File: config.mk
export PLATFORM = sky130hd
export DESIGN_NAME = alu_exec_unit
export DESIGN_NICKNAME = d
export VERILOG_FILES = /design/src/rtl/alu_exec_unit.sv
export SDC_FILE = /design/constraint.sdc
export NUM_CORES = 1
export LEC_CHECK = 0
export ABC_AREA = 0
export CAP_MARGIN = 10
export CORE_ASPECT_RATIO = 1.25
export CORE_MARGIN = 2
export CORE_UTILIZATION = 37
export CTS_CLUSTER_DIAMETER = 30
export DETAILED_ROUTE_END_ITERATION = 16
export HOLD_SLACK_MARGIN = 0.15
export PLACE_DENSITY = 0.65
export SYNTH_ARGS = -nofsm -noshare
export SYNTH_HDL_FRONTEND = slang
export SYNTH_SLANG_ARGS = --single-unit
File: constraint.sdc
create_clock -name clk -period 3.48 [get_ports clk]
set_input_delay 0.696 -clock clk [delete_from_list [all_inputs] [get_ports clk]]
set_output_delay 0.696 -clock clk [all_outputs]
set_load 0.01 [all_outputs]
File: src/rtl/alu_exec_unit.sv
// Multi-cycle EX-stage ALU: one-cycle arithmetic/logic, iterative shifts and count-trailing-zeros.
// Build option: define FAST_SHIFT_EN to use a one-cycle barrel shifter instead of the iterative one.
module alu_exec_unit #(
    parameter int XLEN = 32
) (
    input  logic            clk,
    input  logic            rst_n,
    input  logic            in_valid,
    output logic            in_ready,
    input  logic [3:0]      alu_ctrl,
    input  logic [XLEN-1:0] op_a,
    input  logic [XLEN-1:0] op_b,
    output logic            out_valid,
    input  logic            out_ready,
    output logic [XLEN-1:0] result,
    output logic            zero,
    output logic            busy
);
    localparam int SHAMT_W = $clog2(XLEN);
    localparam int CNT_W   = SHAMT_W + 1;
    localparam logic [CNT_W-1:0] CNT_ONE  = {{(CNT_W-1){1'b0}}, 1'b1};
    localparam logic [CNT_W-1:0] CNT_FULL = {1'b1, {SHAMT_W{1'b0}}};

    localparam logic [3:0] OP_OR   = 4'b0000;
    localparam logic [3:0] OP_SLL  = 4'b0001;
    localparam logic [3:0] OP_ADD  = 4'b0010;
    localparam logic [3:0] OP_SRL  = 4'b0011;
    localparam logic [3:0] OP_XOR  = 4'b0100;
    localparam logic [3:0] OP_SRA  = 4'b0101;
    localparam logic [3:0] OP_SUB  = 4'b0110;
    localparam logic [3:0] OP_SLT  = 4'b0111;
    localparam logic [3:0] OP_SLTU = 4'b1000;
    localparam logic [3:0] OP_AND  = 4'b1100;
    localparam logic [3:0] OP_CTZ  = 4'b1111;

    typedef enum logic [1:0] {
        S_IDLE = 2'b00,
        S_BUSY = 2'b01,
        S_DONE = 2'b10
    } state_e;

    state_e            state_q, state_d;
    logic [3:0]        op_q, op_d;
    logic [XLEN-1:0]   work_q, work_d;
    logic [CNT_W-1:0]  count_q, count_d;
    logic [XLEN-1:0]   result_q, result_d;
    logic              zero_q, zero_d;
    logic              out_valid_q, out_valid_d;
    logic              busy_q, busy_d;
    logic              in_ready_s;
    logic              accept_s;
    logic              iter_shift_s;
    logic              is_shift_s;

    // Result of every op that completes on the accept edge.
    function automatic logic [XLEN-1:0] single_cycle_result(input logic [3:0]      ctrl,
                                                            input logic [XLEN-1:0] a,
                                                            input logic [XLEN-1:0] b);
        logic [XLEN-1:0] r;
`ifdef FAST_SHIFT_EN
        logic [SHAMT_W-1:0] sh;
        sh = b[SHAMT_W-1:0];
`endif
        r = '0;
        case (ctrl)
            OP_ADD:  r = a + b;
            OP_SUB:  r = a - b;
            OP_SLT:  r = {{(XLEN-1){1'b0}}, ($signed(a) < $signed(b))};
            OP_SLTU: r = {{(XLEN-1){1'b0}}, (a < b)};
            OP_XOR:  r = a ^ b;
            OP_OR:   r = a | b;
            OP_AND:  r = a & b;
`ifdef FAST_SHIFT_EN
            OP_SLL:  r = a << sh;
            OP_SRL:  r = a >> sh;
            OP_SRA:  r = $unsigned($signed(a) >>> sh);
`else
            // Iterative build only gets here with a zero shift amount.
            OP_SLL, OP_SRL, OP_SRA: r = a;
`endif
            default: r = '0;
        endcase
        return r;
    endfunction

    // One bit-step of the iterative shifter.
    function automatic logic [XLEN-1:0] shift_step(input logic [3:0] ctrl, input logic [XLEN-1:0] w);
        logic [XLEN-1:0] r;
        case (ctrl)
            OP_SLL:  r = {w[XLEN-2:0], 1'b0};
            OP_SRL:  r = {1'b0, w[XLEN-1:1]};
            OP_SRA:  r = {w[XLEN-1], w[XLEN-1:1]};
            default: r = w;
        endcase
        return r;
    endfunction

    // Handshake decode and choice of iterative vs one-cycle path.
    always_comb begin
        in_ready_s = (state_q == S_IDLE) || ((state_q == S_DONE) && out_ready);
        accept_s   = in_valid && in_ready_s;
        is_shift_s = (alu_ctrl == OP_SLL) || (alu_ctrl == OP_SRL) || (alu_ctrl == OP_SRA);
`ifdef FAST_SHIFT_EN
        iter_shift_s = 1'b0;
`else
        iter_shift_s = is_shift_s && (op_b[SHAMT_W-1:0] != {SHAMT_W{1'b0}});
`endif
    end

    // Next-state and datapath updates.
    always_comb begin
        state_d  = state_q;
        op_d     = op_q;
        work_d   = work_q;
        count_d  = count_q;
        result_d = result_q;
        zero_d   = zero_q;
        case (state_q)
            S_IDLE, S_DONE: begin
                if (accept_s) begin
                    op_d = alu_ctrl;
                    if (iter_shift_s) begin
                        state_d = S_BUSY;
                        work_d  = op_a;
                        count_d = {1'b0, op_b[SHAMT_W-1:0]};
                    end else if ((alu_ctrl == OP_CTZ) && !op_a[0]) begin
                        // Bit 0 is already known clear, so the scan starts at bit 1.
                        state_d = S_BUSY;
                        work_d  = {1'b0, op_a[XLEN-1:1]};
                        count_d = CNT_ONE;
                    end else begin
                        state_d  = S_DONE;
                        result_d = single_cycle_result(alu_ctrl, op_a, op_b);
                        zero_d   = (result_d == {XLEN{1'b0}});
                    end
                end else if (state_q == S_DONE && out_ready) begin
                    state_d = S_IDLE;
                end else begin
                    state_d = state_q;
                end
            end
            S_BUSY: begin
                if (op_q == OP_CTZ) begin
                    if (work_q[0] || (count_q == CNT_FULL)) begin
                        state_d  = S_DONE;
                        result_d = {{(XLEN-CNT_W){1'b0}}, count_q};
                        zero_d   = 1'b0;
                    end else begin
                        work_d  = {1'b0, work_q[XLEN-1:1]};
                        count_d = count_q + CNT_ONE;
                    end
                end else begin
                    work_d  = shift_step(op_q, work_q);
                    count_d = count_q - CNT_ONE;
                    if (count_q == CNT_ONE) begin
                        state_d  = S_DONE;
                        result_d = work_d;
                        zero_d   = (work_d == {XLEN{1'b0}});
                    end else begin
                        state_d = S_BUSY;
                    end
                end
            end
            default: state_d = S_IDLE;
        endcase
        out_valid_d = (state_d == S_DONE);
        busy_d      = (state_d == S_BUSY);
    end

    // State and datapath registers.
    always_ff @(posedge clk or negedge rst_n) begin
        if (!rst_n) begin
            state_q     <= S_IDLE;
            op_q        <= 4'b0000;
            work_q      <= '0;
            count_q     <= '0;
            result_q    <= '0;
            zero_q      <= 1'b0;
            out_valid_q <= 1'b0;
            busy_q      <= 1'b0;
        end else begin
            state_q     <= state_d;
            op_q        <= op_d;
            work_q      <= work_d;
            count_q     <= count_d;
            result_q    <= result_d;
            zero_q      <= zero_d;
            out_valid_q <= out_valid_d;
            busy_q      <= busy_d;
        end
    end

    assign in_ready  = in_ready_s;
    assign out_valid = out_valid_q;
    assign busy      = busy_q;
    assign result    = result_q;
    assign zero      = zero_q;

endmodule

Word level (Yosys, flattened, before mapping)
Index checks and enable logic that the tools add are counted.
{ "op_classes": {"order_cmp": 2, "n_reduce_logical": 20, "add_sub_neg": 4, "muxes": 42, "bitwise_logic": 3, "n_eq_ne": 27} }
{ "op_table": {"columns": ["cell", "count"], "rows": [
  ["$mux 32", 17],
  ["$pmux 32 s8", 1],
  ["$pmux 32 s2", 2],
  ["$pmux 32 s3", 1],
  ["$logic_not 32->1", 2],
  ["$lt 32x32->1", 2],
  ["$add 32x32->32", 1],
  ["$and 32x32->32", 1],
  ["$or 32x32->32", 1],
  ["$sub 32x32->32", 1],
  ["$xor 32x32->32", 1],
  ["$mux 6", 5],
  ["$eq 4x3->1 const B", 5],
  ["$eq 4x4->1 const B", 4],
  ["$mux 2", 7],
  ["$eq 4x2->1 const B", 3],
  ["$ne 3x3->1 const B", 4],
  ["$pmux 6 s2", 1],
  ["$eq 4x1->1 const B", 2],
  ["$add 6x1->6 const B", 1],
  ["$eq 6x1->1 const B", 1],
  ["$eq 6x6->1 const B", 1],
  ["$mux 1", 6],
  ["$ne 2x2->1 const B", 3],
  ["17 further kinds", 25]
]} }
{ "totals": {"reg_bits": 79, "output_inout_bits": 36, "in_bits": 72} }

Depth between registers and ports, before layout
Gate-level depths: netlist of the first run.
{ "logic_depth": {"depth_word": 12, "depth_mapped": 15, "ltp_nobuf": 15} }

Least setup slack after synthesis of the first run
No wires, ideal clock.
{ "synth_timing": {"path_type": "input to register", "startpoint": "input op_a[10]", "endpoint": "register zero_q (netlist: zero)", "required_ps": 3370, "t_arrival_ps": 3868, "path_stages": 13, "setup_ps": 110, "setup_slack_ps": -498, "cell_sequence": "inv_1 > ha_1 > or4_4 > o21bai_1 > a311oi_2 > a211oi_2 > nor4b_1 > nor3_2 > xnor2_1 > a222oi_1 > nand2_1 > or4_1 > o41ai_1"} }
{ "synth_between": {"elab_chain_cells": 11, "elab_cells_between_ends": 17, "classes_between": "2 x add/sub; 2 x order compare; 9 x mux; 3 x bitwise; 1 x reduce/logical"} }
{ "synth_rtl": {"columns": ["element", "line", "rtl"], "rows": [
  ["start: declaration", "11", "input logic [XLEN-1:0] op_a,"],
  ["$sub 32x32->32, or another cell as far along", "67", "OP_SUB: r = a - b;"],
  ["$pmux 32 s8 (*)", "65", "case (ctrl)"],
  ["$mux 32 (*)", "126", "end else if ((alu_ctrl == OP_CTZ) && !op_a[0]) begin"],
  ["$mux 32 (*)", "122", "if (iter_shift_s) begin"],
  ["$mux 32 (*)", "120", "if (accept_s) begin"],
  ["$mux 32 (*)", "118", "case (state_q)"],
  ["$logic_not 32->1 (*)", "134", "zero_d = (result_d == {XLEN{1'b0}});"],
  ["$mux 1 (*)", "126", null],
  ["$mux 1 (*)", "122", null],
  ["$mux 1 (*)", "120", null],
  ["$pmux 1 s2 (*)", "118", null],
  ["end signal: assignment", "187", "zero_q <= zero_d;"],
  ["end: declaration", "47", "logic zero_q, zero_d;"]
]} }
Mark *: on every way between the ends. The rest lies on a longest branch, timed or not. The select of a mux whose other input is x is not followed.
A chain may end at the register's enable or synchronous reset.

Final worst setup path of the first run
{ "layout_timing": {"startpoint": "input op_a[1]", "endpoint": "register zero_q (netlist: zero)"} }
Same word-level chain as after synthesis.

==> results_dict.tcl, run 1 <==
set metrics [dict create \
    die_width_um 157 \
    core_area_mm2 0.0285 \
    vias_per_cell 5.98 \
    synthTopCellsByCount "166 x nor2_1, 137 x nand2_1, 115 x a21oi_1, 107 x ha_1, 102 x inv_1" \
    start_kind "primary input" \
    maxCapViolCount 0 \
    yosysWarnings 0 \
    grt_use_total 0.307 \
    cp.arrival_ns 3.97 \
    gp_congestion 0.997 \
    fmax_mhz 269 \
    p_leak_nw 7.77 \
    insertion_delay_ns 0.35 \
    syn_to_final_growth_pct 58.6 \
    grt_max_degree 80 \
    pre_cts_slack_ns -1.25 \
    vias 13800 \
    routedWlPerCell_um 20.7 \
    cp_cell_sequence "buf_2 > inv_1 > ha_1 > nor2_2 > o311ai_4 > a311oi_2 > buf_4 > nor3_2 > o211a_1 > buf_4 > a221oi_1 > o21ai_0 > nor4_2 > and4_1 > nand4_1 > o41ai_2" \
    postRouteWirelength_mm 47.9 \
    power_density_mw_per_mm2 424 \
    peakVddDrop_mv 0.245 \
    ys_ff_latch 79 \
    clockBufferDepth 2 \
    yosysSeqAreaShare 0.184 \
    wl_met1_mm 19.2 \
    status "finished with violations" \
    synthFlopType "dfrtp_1" \
    placed_cells 2246 \
    dr.pass1.iters 6 \
    yosysTopAreaCell "dfrtp_1" \
    setup_violations 4 \
    ys_types 92 \
    max-slew-margin-rel 0.316 \
    wl_met2_mm 23.0 \
    die_y_um 195 \
    end_kind "flop" \
    worst_slew_pin_slew_ns 1.03 \
    initial_core_util 0.378 \
    synth_edf_count 0 \
    finalNetCount 2136 \
    avgSynthCellArea_um2 7.36 \
    cts_made_buffers 9 \
    cts-htree-levels 3 \
    wl_met3_mm 3.46 \
    timing_worst_setup_path_type "primary input to flop" \
    finClkSkew_ns 0.00688 \
    gr-total-overflow 0 \
    top_layer "met4" \
    ant_nets 0 \
    netlist_instances 1462 \
    cpPeakStageDelay_ns 0.35 \
    stdcell_count 2315 \
    path_common_cell "buf_4" \
    final.period_utilization 1.07 \
    yosysMostFrequentCell "nor2_1" \
    hold_viol 0 \
    hold_path_depth 2 \
    drc 0 \
    hold_slack_ns 0.479 \
    io_buffers 107 \
    synthesis.nets 1643 \
    violations "setup timing" \
    worstHoldPathType "flop to flop" \
    hpwl_mm 36.9 \
    rows 69 \
    fin_crit_ns 3.72 \
    grt_pass1_wl_mm 73.8 \
    postLayoutSetupSlackWorst_ns -0.241 \
    worstPathRequired_ns 3.73 \
    die-area_mm2 0.0305 \
    r2r_cells 11 \
    maxSlewViolCount 0 \
    antenna_cells 0 \
    cts_tree "built" \
    clk_pin_slew_ns 0.06 \
    synth_area_leaders "dfrtp_1 18%, ha_1 12%, nor2_1 5.8%, mux2i_1 5.5%, a21oi_1 5.3%" \
    clock-sinks 79 \
    syn_area_mm2 0.0108 \
    path_max_fanout 3 \
    grt_antenna_before_repair 0 \
    drive_above_1_share 0.384 \
    drt_iter0_markers 1118 \
    synth_top_area_share 0.184 \
    cts_root_buf "clkbuf_16" \
    cp_slowest_cell "ha_1" \
    rsz0062_at_grt "yes" \
    holdBufCountCts 0 \
    grt_pass1_vias 13600 \
    async_flop_share 1.00 \
    num_io_pins 108 \
]
[metal layers]
metal / GRT usage / vias up
met5: 0 / -
met4: 0.139 / 0
met3: 0.0312 / 151
met2: 0.517 / 672
met1: 0.394 / 6614
li1: - / 6397
[path summary, 6_finish.rpt]
check / from / end / slack (ns)
worst max-delay path: op_a[1] / zero / -0.24
min in group asynchronous: rst_n / count_q[5] / 0.53
worst min register to register: result[27] / result[27] / 0.48
worst max register to register: count_q[2] / zero / 0.24
max in group asynchronous: rst_n / result[23] / 2.29
worst min-delay path: result[27] / result[27] / 0.48
[area by class of cell]
| type | count | area, µm² |
|---|---|---|
| clock buffer | 14 | 284 |
| clock inverter | 2 | 60.1 |
| fill | 2539 | 11400 |
| inverter | 106 | 430 |
| multi-input combinational | 1174 | 9090 |
| sequential | 79 | 1980 |
| tap | 355 | 444 |
| timing repair buffer | 585 | 4780 |
[through the flow]
| stage | TNS (ns) | util | total power, mW | cell area [µm²] |
|---|---|---|---|---|
| floorplan | -0.285 | - | 3.80 | 10800 |
| global placement | -18.52 | 0.533 | 5.66 | 15200 |
| detailed placement | -19.57 | 0.533 | 5.73 | 15200 |
| CTS | -0.382 | 0.579 | 7.02 | 16500 |
| global route | -1.05 | 0.599 | 7.68 | 17100 |
| finish | -0.403 | 0.599 | 7.24 | 17100 |
[cells by family after synthesis]
kind of cell / synth area share
AO/OA/AOI/OAI: 0.334
XOR/XNOR: 0.00895
adder cells (fa/ha/maj): 0.128
buffers and inverters: 0.0768
flip-flops: 0.184
multiplexers: 0.0591
AND/OR/NAND/NOR: 0.209
[registers in the layout, indices dropped and copies added, names as in the netlist]
register   flops
count_q        6
busy           1
zero           1
out_valid      1
state_q        2
op_q           4
work_q        32
result        32
[report_power, final]
group	internal [mW]	total (mW)	leakage, nW	switching, mW
Combinational	2.04	4.37	6.68	2.33
Clock	0.707	1.09	0.169	0.379
Sequential	1.33	1.78	0.921	0.453
[layout by cell type (no fill, tap or decap), drive strengths merged, types with 18 or more instances in the layout]
cell and instances:
a21oi 119, clkdlybuf4s50 58, dfrtp 79, nand3 25, a221oi 38, nand4 18
nor3 41, a22oi 33, nor4 22, a211oi 19, nor2 168, mux2i 59
o211ai 22, nand2 138, o21ai 99, a31oi 25, clkbuf 22, buf 497
ha 107, inv 106, a22o 21
[worst max-delay path: cells and delay by family]
kind,cells,cell delay (ns)
AO/OA/AOI/OAI,6,1.54
adder cells (fa/ha/maj),1,0.35
buffers and inverters,4,0.49
AND/OR/NAND/NOR,5,0.89
[timing repair]
| item | 4_1_cts | 5_1_grt |
|---|---|---|
| buffers inserted | 48 | 15 |
| resized for setup | 255 | 136 |
| pin swaps | 57 | 63 |
| hold endpoints to repair | 0 | 0 |
| setup endpoints to repair | 25 | 24 |
Note: power is estimated with default switching activity, not from simulation.
==> run 2: changes to the inputs <==
--- a/config.mk
+++ b/config.mk
@@ -14,6 +14,7 @@
 export DETAILED_ROUTE_END_ITERATION = 16
 export HOLD_SLACK_MARGIN = 0.15
 export PLACE_DENSITY = 0.65
+export SLEW_MARGIN = 20
 export SYNTH_ARGS = -nofsm -noshare
 export SYNTH_HDL_FRONTEND = slang
 export SYNTH_SLANG_ARGS = --single-unit
==> run 2 against run 1 <==
  * The flow still finishes with violations (setup timing)
  * Sequential cell count unchanged
  * Via count about the same
  * Cell count unchanged
  * Register-to-register slack about the same
  * Maximum frequency about the same
  * Count of clock-buffer cells in the layout unchanged
  * Die area unchanged
  * Non-clock buffer count unchanged
  * Critical path type unchanged
==> results_dict.tcl, run 2 (synthesis results as in run 1) <==
set metrics [dict create \
    status "finished with violations" \
    violations "setup timing" \
    hold_viol 0 \
    maxSlewViolCount 0 \
    fmax_mhz 269 \
    cts-htree-levels 3 \
    layout_common_cells "453 x buf_4, 152 x nor2_1, 130 x nand2_1" \
    power_density_mw_per_mm2 424 \
    worstHoldPathType "primary input to asynchronous set/reset pin" \
    die_width_um 157 \
    crit_end "zero" \
    path_max_fanout 3 \
    dr.pass1.iters 6 \
    die_y_um 195 \
    vias_per_cell 5.97 \
    startpoint "op_a[1]" \
    pre_cts_slack_ns -1.25 \
    busiest_layer "met2" \
    cts_tree "built" \
    insertion_delay_ns 0.35 \
    grt_use_total 0.307 \
    clock-sinks 79 \
    final.period_utilization 1.07 \
    postRouteWirelength_mm 47.8 \
    rsz0062_at_grt "yes" \
    finClkSkew_ns 0.00685 \
    vias 13800 \
    finalNetCount 2136 \
    maxCapViolCount 0 \
    clockBufferDepth 2 \
    gr-usage-met1 0.394 \
    grt_max_degree 80 \
    multi_input_area_mm2 0.00909 \
    core_area_mm2 0.0285 \
    start_kind "primary input" \
    cts_root_buf "clkbuf_16" \
    r2r_cells 11 \
    final_common_cell "buf_4" \
    max-slew-margin-rel 0.507 \
    finish.utilization 0.599 \
    drt_iter0_markers 1118 \
    syn_to_final_growth_pct 58.6 \
    cp.arrival_ns 3.97 \
    r2r-end "zero" \
    worstPathRequired_ns 3.73 \
    r2r_slack_ns 0.24 \
    setup_violations 4 \
    die-area_mm2 0.0305 \
    ant_nets 0 \
    clk_pin_slew_ns 0.06 \
    antenna_cells 0 \
    routedWlPerCell_um 20.7 \
    worst_slew_pin_slew_ns 0.739 \
    grt_pass1_wl_mm 73.8 \
    drc 0 \
    fin_crit_ns 3.72 \
    gp_congestion 0.997 \
    p_leak_nw 7.77 \
    grt_antenna_before_repair 0 \
    cts_made_buffers 9 \
    peakVddDrop_mv 0.244 \
    grt_pass1_vias 13600 \
    register_area_mm2 0.00198 \
    gr-total-overflow 0 \
    end_kind "flop" \
    use_met3 0.0312 \
    setup_tns_ns -0.405 \
    initial_core_util 0.378 \
    num-fill-cells 2539 \
    hpwl_mm 36.9 \
    rows 69 \
    postLayoutSetupSlackWorst_ns -0.241 \
    timing_worst_setup_path_type "primary input to flop" \
    io_buffers 107 \
    num_io_pins 108 \
    drive_above_1_share 0.384 \
    use_met2 0.517 \
    total_power_mw 7.24 \
    worstReg2RegStart "count_q[2]" \
]
[run 2: cell counts in the layout (fill, tap and decap cells not counted)]
No cell type changed its count.
[run 2: routing by layer]
| metal | up-vias | share of wire |
|---|---|---|
| li1 | 6401 | - |
| met1 | 6592 | 0.40 |
| met2 | 685 | 0.48 |
| met3 | 148 | 0.073 |
| met4 | 0 | 0.046 |
| met5 | - | 0 |
[run 2: repair_timing]
| action | 4_1_cts | 5_1_grt |
|---|---|---|
| pin swaps | 57 | 63 |
| endpoints found under the setup margin | 25 | 24 |
| setup buffers | 48 | 15 |
| hold buffers | 0 | 0 |
| gates resized for setup | 255 | 136 |
[run 2: cell type report]
cell class	instances	share of cell area
clock buffer	14	0.0166
clock inverter	2	0.00352
inverter	106	0.0252
multi-input combinational	1174	0.532
sequential	79	0.116
tap	355	0.0260
timing repair buffer	585	0.280
[run 2: power breakdown]
part	total, mW	internal [mW]	leakage [nW]	switching [mW]
combinational	4.37	2.04	6.68	2.33
sequential	1.78	1.33	0.921	0.451
clock	1.09	0.707	0.169	0.379
[run 2: critical path, cell delays in order]
cell and delay [ns]:
buf_2 0.12, inv_1 0.05, ha_1 0.35, nor2_2 0.20, o311ai_4 0.13, a311oi_2 0.28
buf_4 0.17, nor3_2 0.05, o211a_1 0.26, buf_4 0.15, a221oi_1 0.29, o21ai_0 0.25
nor4_2 0.31, and4_1 0.24, nand4_1 0.09, o41ai_2 0.33
[run 2: metrics by stage]
step / area [µm²] / hold WS [ns] / cells
finish: 17100 / 0.389 / 2315
CTS: 16500 / 0.489 / 2308
global placement: 15200 / 0.468 / 2246
global route: 17100 / 0.459 / 2315
detailed placement: 15200 / 0.473 / 2246
floorplan: 10800 / 0.400 / 1462
[run 2: worst min-delay path by stage]
stage / depth (start not counted) / slack, ns / end
2_1_floorplan: 0 / 0.40 / busy
3_3_place_gp: 1 / 0.47 / result[1]
3_5_place_dp: 1 / 0.47 / result[1]
4_1_cts: 1 / 0.49 / result[1]
5_1_grt: 1 / 0.46 / count_q[2]
6_report: 1 / 0.39 / count_q[5]
==> run 3: changes to the inputs <==
--- a/config.mk
+++ b/config.mk
@@ -6,14 +6,16 @@
 export NUM_CORES = 1
 export LEC_CHECK = 0
 export ABC_AREA = 0
+export ABC_CLOCK_PERIOD_IN_PS = 3480
 export CAP_MARGIN = 10
 export CORE_ASPECT_RATIO = 1.25
 export CORE_MARGIN = 2
-export CORE_UTILIZATION = 37
+export CORE_UTILIZATION = 45
 export CTS_CLUSTER_DIAMETER = 30
 export DETAILED_ROUTE_END_ITERATION = 16
 export HOLD_SLACK_MARGIN = 0.15
-export PLACE_DENSITY = 0.65
+export MAX_ROUTING_LAYER = met4
+export PLACE_DENSITY = 0.74
 export SLEW_MARGIN = 20
 export SYNTH_ARGS = -nofsm -noshare
 export SYNTH_HDL_FRONTEND = slang
==> run 3 against run 2 <==
  * The run still ends with setup timing left
  * Maximum frequency shrank 1.8%
  * Sequential cell count is the same
  * Sequential power is essentially flat
  * First-iteration DRC count grew 28%
  * Critical path type unchanged
  * Largest cell class unchanged
  * Largest power group unchanged
==> results_dict.tcl, run 3 (synthesis results as in run 1) <==
set metrics [dict create \
    path_common_cell "or4_4" \
    vias_per_cell 6.29 \
    cp_cell_sequence "buf_2 > buf_6 > inv_12 > ha_4 > or4_4 > o21bai_4 > a311oi_4 > a211oi_4 > nor4b_2 > nor3_2 > xnor2_1 > a222oi_1 > buf_4 > nand2_2 > or4_4 > o41ai_2" \
    grt_max_degree 80 \
    worstHoldPathType "primary input to asynchronous set/reset pin" \
    core_area_mm2 0.0236 \
    fmax_mhz 264 \
    grt_use_total 0.390 \
    grt_pass1_vias 14000 \
    swShare 0.441 \
    dpl-instance-area_mm2 0.0151 \
    die-area_mm2 0.0252 \
    syn_to_final_growth_pct 60.7 \
    final_cell_area_mm2 0.0173 \
    insertion_delay_ns 0.34 \
    finalNetCount 2140 \
    rsz0062_at_grt "yes" \
    hpwl_mm 36.7 \
    antenna_cells 0 \
    cts_root_buf "clkbuf_16" \
    setup_violations 4 \
    finClkSkew_ns 0.00732 \
    p_leak_nw 7.75 \
    vias 14200 \
    die_width_um 142 \
    worstPathRequired_ns 3.72 \
    drive_above_1_share 0.404 \
    pre_cts_slack_ns -1.22 \
    drc 0 \
    clk_pin_slew_ns 0.06 \
    clock-sinks 79 \
    layout_common_cells "437 x buf_4, 152 x nor2_1, 130 x nand2_1" \
    postRouteWirelength_mm 49.3 \
    p_sw_mw 3.25 \
    worst_slew_pin_slew_ns 0.810 \
    intPower_mw 4.12 \
    die_y_um 177 \
    ant_nets 0 \
    pwr-share-clk 0.146 \
    cts_made_buffers 9 \
    violations "setup timing" \
    dr.pass1.iters 6 \
    cpPeakStageDelay_ns 0.51 \
    power_density_mw_per_mm2 426 \
    gp_congestion 1.02 \
    cp_slowest_cell "or4_4" \
    fin_crit_ns 3.79 \
    timing_worst_setup_path_type "primary input to flop" \
    num_io_pins 108 \
    cts-htree-levels 3 \
    p_seq_frac 0.241 \
    share_comb_of_total_power 0.613 \
    start_kind "primary input" \
    final.period_utilization 1.09 \
    drt_iter0_markers 1436 \
    initial_core_util 0.455 \
    maxSlewViolCount 0 \
    cts_tree "built" \
    gr-total-overflow 0 \
    cp.arrival_ns 4.03 \
    postLayoutSetupSlackWorst_ns -0.309 \
    final_common_cell "buf_4" \
    total_power_mw 7.38 \
    hold_viol 0 \
    grt_antenna_before_repair 0 \
    rows 63 \
    io_buffers 107 \
    status "finished with violations" \
    path_max_fanout 2 \
    peakVddDrop_mv 0.259 \
    grt_pass1_wl_mm 74.7 \
    maxCapViolCount 0 \
    clockBufferDepth 2 \
    finish.utilization 0.732 \
    routedWlPerCell_um 21.8 \
    end_kind "flop" \
    num-fill-cells 1796 \
    max-slew-margin-rel 0.458 \
]
-- run 3: final timing paths --
path                            start         end  slack, ns  depth (start not counted)
max                           op_b[9]        zero      -0.31                         16
min                             rst_n   result[2]       0.39                          1
max reg2reg                count_q[2]        zero       0.30                         11
min reg2reg                 result[0]   result[0]       0.49                          1
max in group asynchronous       rst_n  result[26]       2.58                          1
min in group clk            result[0]   result[0]       0.49                          1
-- run 3: timing repair --
action	4_1_cts	5_1_grt
resized for setup	339	129
hold buffers	0	0
setup endpoints to repair	24	22
buffers inserted	55	18
gates cloned	0	0
hold endpoints to repair	0	0
pin swaps	103	92
-- run 3: final cells by class --
cell class / count / area [µm²] / share of cell area
Sequential cell: 79 / 1980 / 0.114
Timing Repair Buffer: 589 / 4810 / 0.278
Tap cell: 292 / 365 / 0.0211
Inverter: 106 / 423 / 0.0244
Clock buffer: 14 / 284 / 0.0164
Clock inverter: 2 / 60.1 / 0.00347
Multi-Input combinational cell: 1174 / 9380 / 0.542
-- run 3: critical path: cells and delay by family --
family	cells	cell delay [ns]
buffers and inverters	4	0.46
and+or+nand+nor	5	1.37
xor gates and xnor gates	1	0.17
adders and majority gates	1	0.19
AOI/OAI and AO/OA	5	1.12
-- run 3: through the flow --
| stage | instances | setup TNS (ns) | hold WS (ns) |
|---|---|---|---|
| 6_report | 2256 | -0.588 | 0.389 |
| 4_1_cts | 2244 | -0.882 | 0.500 |
| 5_1_grt | 2256 | -1.28 | 0.466 |
| 2_1_floorplan | 1462 | -0.285 | 0.400 |
| 3_5_place_dp | 2183 | -18.47 | 0.488 |
| 3_3_place_gp | 2183 | -17.49 | 0.471 |
-- run 3: per-layer routing --
metal	global-route usage	vias up	part of all wire
li1	-	6397	-
met1	0.455	6685	0.37
met2	0.656	865	0.48
met3	0.0476	232	0.081
met4	0.203	0	0.065
met5	-	-	0
-- run 3: power groups by stage --
stage          Clock, mW  Sequential, mW  Combinational [mW]
2_1_floorplan          0            1.73                2.07
3_3_place_gp           0            1.75                3.86
3_5_place_dp           0            1.77                3.93
4_1_cts             1.08            1.76                4.24
5_1_grt             1.11            1.82                4.84
6_report            1.07            1.78                4.52
